### src/rtl/stepper_pkg.sv
// Shared types and constants for the stepper pulse generator.
// Holds the FSM state encoding, default timing constants and the
// period clamp helper used when a step is launched.
package stepper_pkg;

    typedef enum logic [1:0] {
        ST_IDLE      = 2'd0,
        ST_DIR_SETUP = 2'd1,
        ST_HIGH      = 2'd2,
        ST_LOW       = 2'd3
    } step_state_e;

    localparam int   DEFAULT_PULSE_WIDTH = 4;
    localparam int   DEFAULT_DIR_SETUP   = 8;
    localparam logic DIR_FORWARD         = 1'b1;

    // A period shorter than the high time plus one low clock cannot be
    // produced, so requested periods are raised to that floor.
    function automatic logic [31:0] clampPeriod(input logic [31:0] speed,
                                                input logic [31:0] minPeriod);
        return (speed < minPeriod) ? minPeriod : speed;
    endfunction

endpackage

### src/rtl/stepper_cycle_counter.sv
// Loadable 32-bit down-counter that times every FSM phase.
// A load sets the count; otherwise it decrements and parks at zero.
// zero_o flags the last clock of the phase that was loaded.
module stepper_cycle_counter (
    input  logic        clock,
    input  logic        ctrl_reset,
    input  logic        load_i,
    input  logic [31:0] value_i,
    output logic        zero_o
);

    logic [31:0] count_q;
    logic [31:0] count_d;

    // Load has priority over counting; the count never wraps below zero.
    always_comb begin
        count_d = count_q;
        if (load_i) begin
            count_d = value_i;
        end else if (count_q != 32'd0) begin
            count_d = count_q - 32'd1;
        end
    end

    // Count register, cleared asynchronously.
    always_ff @(posedge clock or posedge ctrl_reset) begin
        if (ctrl_reset) begin
            count_q <= 32'd0;
        end else begin
            count_q <= count_d;
        end
    end

    assign zero_o = (count_q == 32'd0);

endmodule

### src/rtl/stepper_pulse_gen.sv
// Step/direction pulse generator for a stepper motor driver.
// Inputs are sampled only in IDLE and at the end of each LOW phase, so a
// pulse in flight is never altered. Every output comes from a flop.
// Optional feature: define STEPPER_POSITION_EN to build the signed
// position counter; otherwise position is tied to zero.
module stepper_pulse_gen
    import stepper_pkg::*;
#(
    parameter int PULSE_WIDTH = DEFAULT_PULSE_WIDTH,
    parameter int DIR_SETUP   = DEFAULT_DIR_SETUP
) (
    input  logic        clock,
    input  logic        ctrl_reset,
    input  logic [31:0] step_dir,
    input  logic [31:0] step_speed,
    output logic        step_out,
    output logic        dir_out,
    output logic        enable_out,
    output logic        busy,
    output logic [31:0] position
);

    localparam logic [31:0] PW_WORD    = 32'(PULSE_WIDTH);
    localparam logic [31:0] MIN_PERIOD = 32'(PULSE_WIDTH + 1);
    localparam logic [31:0] HIGH_LOAD  = 32'(PULSE_WIDTH - 1);
    localparam logic [31:0] SETUP_LOAD = 32'(DIR_SETUP - 1);

    step_state_e state_q, state_d;
    logic        stepOut_q, stepOut_d;
    logic        dirOut_q, dirOut_d;
    logic        enable_q, enable_d;
    logic        busy_q, busy_d;
    logic [31:0] effPeriod_q, effPeriod_d;

    logic        cntLoad;
    logic [31:0] cntValue;
    logic        cntZero;
    logic        sampleNow;
    logic        enterHigh;
    logic        unusedDirBits;

    // Only bit 0 of the direction word carries meaning.
    assign unusedDirBits = ^step_dir[31:1];

    stepper_cycle_counter u_counter (
        .clock      (clock),
        .ctrl_reset (ctrl_reset),
        .load_i     (cntLoad),
        .value_i    (cntValue),
        .zero_o     (cntZero)
    );

    // Next-state logic: phase timing from the counter, input sampling in
    // IDLE and at the last LOW clock, and a common HIGH-entry path.
    always_comb begin
        state_d     = state_q;
        stepOut_d   = stepOut_q;
        dirOut_d    = dirOut_q;
        effPeriod_d = effPeriod_q;
        cntLoad     = 1'b0;
        cntValue    = 32'd0;
        enterHigh   = 1'b0;
        sampleNow   = (state_q == ST_IDLE) || ((state_q == ST_LOW) && cntZero);

        case (state_q)
            ST_DIR_SETUP: begin
                if (cntZero) begin
                    enterHigh = 1'b1;
                end
            end
            ST_HIGH: begin
                if (cntZero) begin
                    state_d   = ST_LOW;
                    stepOut_d = 1'b0;
                    cntLoad   = 1'b1;
                    cntValue  = effPeriod_q - PW_WORD - 32'd1;
                end
            end
            default: begin
            end
        endcase

        if (sampleNow) begin
            stepOut_d = 1'b0;
            if (step_speed == 32'd0) begin
                state_d = ST_IDLE;
            end else begin
                // The period is captured here so speed changes made while
                // the direction settles do not affect the coming step.
                effPeriod_d = clampPeriod(step_speed, MIN_PERIOD);
                if (step_dir[0] != dirOut_q) begin
                    state_d  = ST_DIR_SETUP;
                    dirOut_d = step_dir[0];
                    cntLoad  = 1'b1;
                    cntValue = SETUP_LOAD;
                end else begin
                    enterHigh = 1'b1;
                end
            end
        end

        if (enterHigh) begin
            state_d   = ST_HIGH;
            stepOut_d = 1'b1;
            cntLoad   = 1'b1;
            cntValue  = HIGH_LOAD;
        end

        enable_d = (state_d != ST_IDLE);
        busy_d   = (state_d == ST_DIR_SETUP) || (state_d == ST_HIGH);
    end

    // State and output registers; reset drops every pin immediately.
    always_ff @(posedge clock or posedge ctrl_reset) begin
        if (ctrl_reset) begin
            state_q     <= ST_IDLE;
            stepOut_q   <= 1'b0;
            dirOut_q    <= 1'b0;
            enable_q    <= 1'b0;
            busy_q      <= 1'b0;
            effPeriod_q <= 32'd0;
        end else begin
            state_q     <= state_d;
            stepOut_q   <= stepOut_d;
            dirOut_q    <= dirOut_d;
            enable_q    <= enable_d;
            busy_q      <= busy_d;
            effPeriod_q <= effPeriod_d;
        end
    end

`ifdef STEPPER_POSITION_EN
    logic [31:0] position_q, position_d;

    // Each step moves the count by one in the current direction,
    // wrapping naturally in two's complement.
    always_comb begin
        position_d = position_q;
        if (enterHigh) begin
            position_d = (dirOut_q == DIR_FORWARD) ? position_q + 32'd1
                                                   : position_q - 32'd1;
        end
    end

    // Position register, updated together with the rising step edge.
    always_ff @(posedge clock or posedge ctrl_reset) begin
        if (ctrl_reset) begin
            position_q <= 32'd0;
        end else begin
            position_q <= position_d;
        end
    end

    assign position = position_q;
`else
    assign position = 32'd0;
`endif

    assign step_out   = stepOut_q;
    assign dir_out    = dirOut_q;
    assign enable_out = enable_q;
    assign busy       = busy_q;

endmodule
### config.mk
export PLATFORM = sky130hd
export DESIGN_NAME = stepper_pulse_gen
export DESIGN_NICKNAME = d
export VERILOG_FILES = /design/src/rtl/stepper_pkg.sv /design/src/rtl/stepper_cycle_counter.sv /design/src/rtl/stepper_pulse_gen.sv
export SDC_FILE = /design/constraint.sdc
export NUM_CORES = 1
export LEC_CHECK = 0
export ABC_CLOCK_PERIOD_IN_PS = 7800
export BUFFER_PORTS_ARGS = -buffer_cell sky130_fd_sc_hd__buf_4
export CAP_MARGIN = 20
export CORE_MARGIN = 2
export CORE_UTILIZATION = 55
export DETAILED_ROUTE_END_ITERATION = 7
export GPL_TIMING_DRIVEN = 0
export PLACE_DENSITY_LB_ADDON = 0.05
export REMOVE_ABC_BUFFERS = 1
export SLEW_MARGIN = 30
export SYNTH_ARGS = -nofsm -noshare
export SYNTH_HDL_FRONTEND = slang
export SYNTH_SLANG_ARGS = --single-unit
export TNS_END_PERCENT = 50
### constraint.sdc
create_clock -name clock -period 7.8 [get_ports clock]
set_clock_uncertainty 0.2 [all_clocks]
set_input_delay 0.39 -clock clock [delete_from_list [all_inputs] [get_ports clock]]
set_output_delay 0.39 -clock clock [all_outputs]
set_load 0.01 [all_outputs]
==> results.toml <==
[yosys]
synth_area_sq_mm = 0.00457
synth_top_cell_area_share = 0.384
synthFlopType = "dfrtp_1"
synthArstFlopShare = 1.00
synth_largest_area_cell = "dfrtp_1"
syn_avg_cell_area_sq_um = 9.47
ys_seq_elements = 70
ys_warn_count = 0
yosysUniqueCellTypes = 61
synth_cells = 482
synth_edf_count = 0
synth-seq-area-share = 0.384
yosys-top-cells-area = "dfrtp_1, mux2_1, xnor2_1"

[worst_setup_path]
crit_path_max_fanout = 21
worstSetupPathType = "reg2reg"
crit_chain = "nor4_2 -> nand4_2 -> or4_4 -> a21oi_4 -> buf_16 -> mux2_1"
rr_startpoint = "u_counter.count_q[9]"
path_delay_family = "simple AND/OR/NAND/NOR gates"
crit_required_ps = 7820
crit_path_start = "u_counter.count_q[9]"
start_kind = "flop"
crit_path_end_kind = "flop"
cpMaxStageDelayCell = "or4_4"
cp.buffers_inverters = 1
cp_data_arrival_time_ps = 3530
cpPeakStageDelay_ps = 740

[timing]
post-route-min-period_ps = 3510
relSlewSlack = 0.496
grt_setup_unrepaired = "no"
worst_slew_pin_slew_ps = 754
fmax_mhz = 285
final-setup-viol-count = 0
fin_ws_ps = 4290
final_hold_viol_count = 0
finalSetupTns_ps = 0
slew_violations = 0
fin_crit_sh = 0.450

[placement]
dp_hpwl_um = 7830
dp_slack_ps = 4080
gp_congestion = 0.857
port_buffers = 38

[hold_path]
hold_path_startpoint = "step_speed[25]"
hp-class = "in2reg"

[drt]
first_pass_iters = 5
wire_per_inst_um = 17.2
postRouteAntennaNets = 0
drc = 0
drt_iter0_drc = 331
vias = 3765
drt-vias-per-instance = 6.08
drt-total-wl_um = 10600

[cts]
clk-insertion-delay-late_ps = 340
clk_pin_slew_ps = 70
clockBufferDepth = 2
cts_sinks = 70
cts_tree = "yes"
h-tree-depth = 3
cts-root-buf = "clkbuf_8"
cts_buffers = 9
cts-resized-gates = 0

[global_route]
track_usage = 0.257
antenna_found_initial = 0
grt_overflow = 0
grt_pass1_wl_um = 18000
grt_pass1_vias = 3535
grt_max_degree = 48

[cells_and_area]
drive_above_1_share = 0.138
antenna_cells = 0
areaGrowthSynthToFinish_pct = 10.6
n_fill_cell = 669
regArea_sq_mm = 0.00175
multiInputGateArea_sq_mm = 0.00258
mostFrequentLayoutCells = "dfrtp_1, buf_4, conb_1"
layout.nets = 581
layout_commonest_cell = "dfrtp_1"

[pwr]
p_per_area_mw_per_mm2 = 298
vdd_drop_max_v = 0.000148
p_leak_nw = 1.94

[die]
row_count = 33
die_w_um = 95.1
fp.dieH_um = 95.1
dieArea_sq_mm = 0.00905
core_sq_mm = 0.00813
initial_core_util = 0.561
io_pins = 102

[run]
drv_cap = 0

[run_status]
outcome = "complete, no violations"
## state kept, by name, summed over array words and instances (netlist names)
signal             count
busy                   1
step_out               1
dir_out                1
effPeriod_q           32
state_q                2
u_counter.count_q     32
enable_out             1
## repair_timing
action	CTS	global route
buffers inserted	0	0
hold endpoints to repair	23	0
hold buffers	1	0
## cell usage after synthesis, types with 8 or more instances
library cell	instances
nand2b_1	9
nand2_1	24
a21oi_1	22
nor4_1	28
xnor2_1	28
o211ai_1	9
nand3_1	12
buf_4	32
dfrtp_1	70
nor3_1	27
nor2_1	26
o31a_1	12
mux2_1	31
clkbuf_1	21
or3_1	8
## per-layer routing
| layer | vias up | GRT usage | wire length, um |
|---|---|---|---|
| met5 | - | 0 | 0 |
| met2 | 116 | 0.381 | 4730 |
| met4 | 0 | 0.0821 | 155 |
| met3 | 11 | 0.0356 | 426 |
| li1 | 1825 | - | - |
| met1 | 1813 | 0.386 | 5340 |
## report_power, final
| group | internal, mW | switching (mW) | total [mW] |
|---|---|---|---|
| clock | 0.126 | 0.127 | 0.253 |
| combinational | 0.267 | 0.286 | 0.553 |
| sequential | 0.511 | 0.186 | 0.697 |
| total | 0.905 | 0.599 | 1.50 |
## cells by family after synthesis
kind of cell    count (synthesis)  share of synthesized area
fa+ha+maj                       3                    0.00822
flops                          70                      0.384
buf+inv                        64                     0.0841
other cells                     1                   0.000821
xor+xnor                       33                     0.0633
mux                            34                     0.0830
simple gates                  176                      0.220
compound gates                101                      0.157
## cell type report
class | instances | share of cell area
clock buffers | 11 | 0.0300
clock inverters | 2 | 0.00198
inverters | 7 | 0.00570
multi-input cells | 379 | 0.510
flip-flops and latches | 70 | 0.347
well taps | 105 | 0.0260
repair buffers | 45 | 0.0790
## final timing paths
path / to / slack, ps / depth (start not counted)
setup / recovery: effPeriod_q[15] / 4290 / 6
hold / removal: effPeriod_q[25] / 80 / 2
setup reg to reg: effPeriod_q[15] / 4290 / 6
hold reg to reg: effPeriod_q[22] / 330 / 1
max in group asynchronous: u_counter.count_q[11] / 6500 / 4
min in group asynchronous: effPeriod_q[4] / 370 / 3
## metrics by stage
stage                      util  power (mW)  std cells  cell area [sq um]  hold WS (ps)
after floorplan               -        1.07        456               4320           280
after global placement    0.583        1.21        599               4740           317
after detailed placement  0.596        1.24        604               4840           187
after CTS                 0.617        1.50        618               5020          55.4
after global routing      0.621        1.62        619               5050          58.5
final                     0.621        1.50        619               5050          75.4
Note: power is estimated with default switching activity, not from simulation.
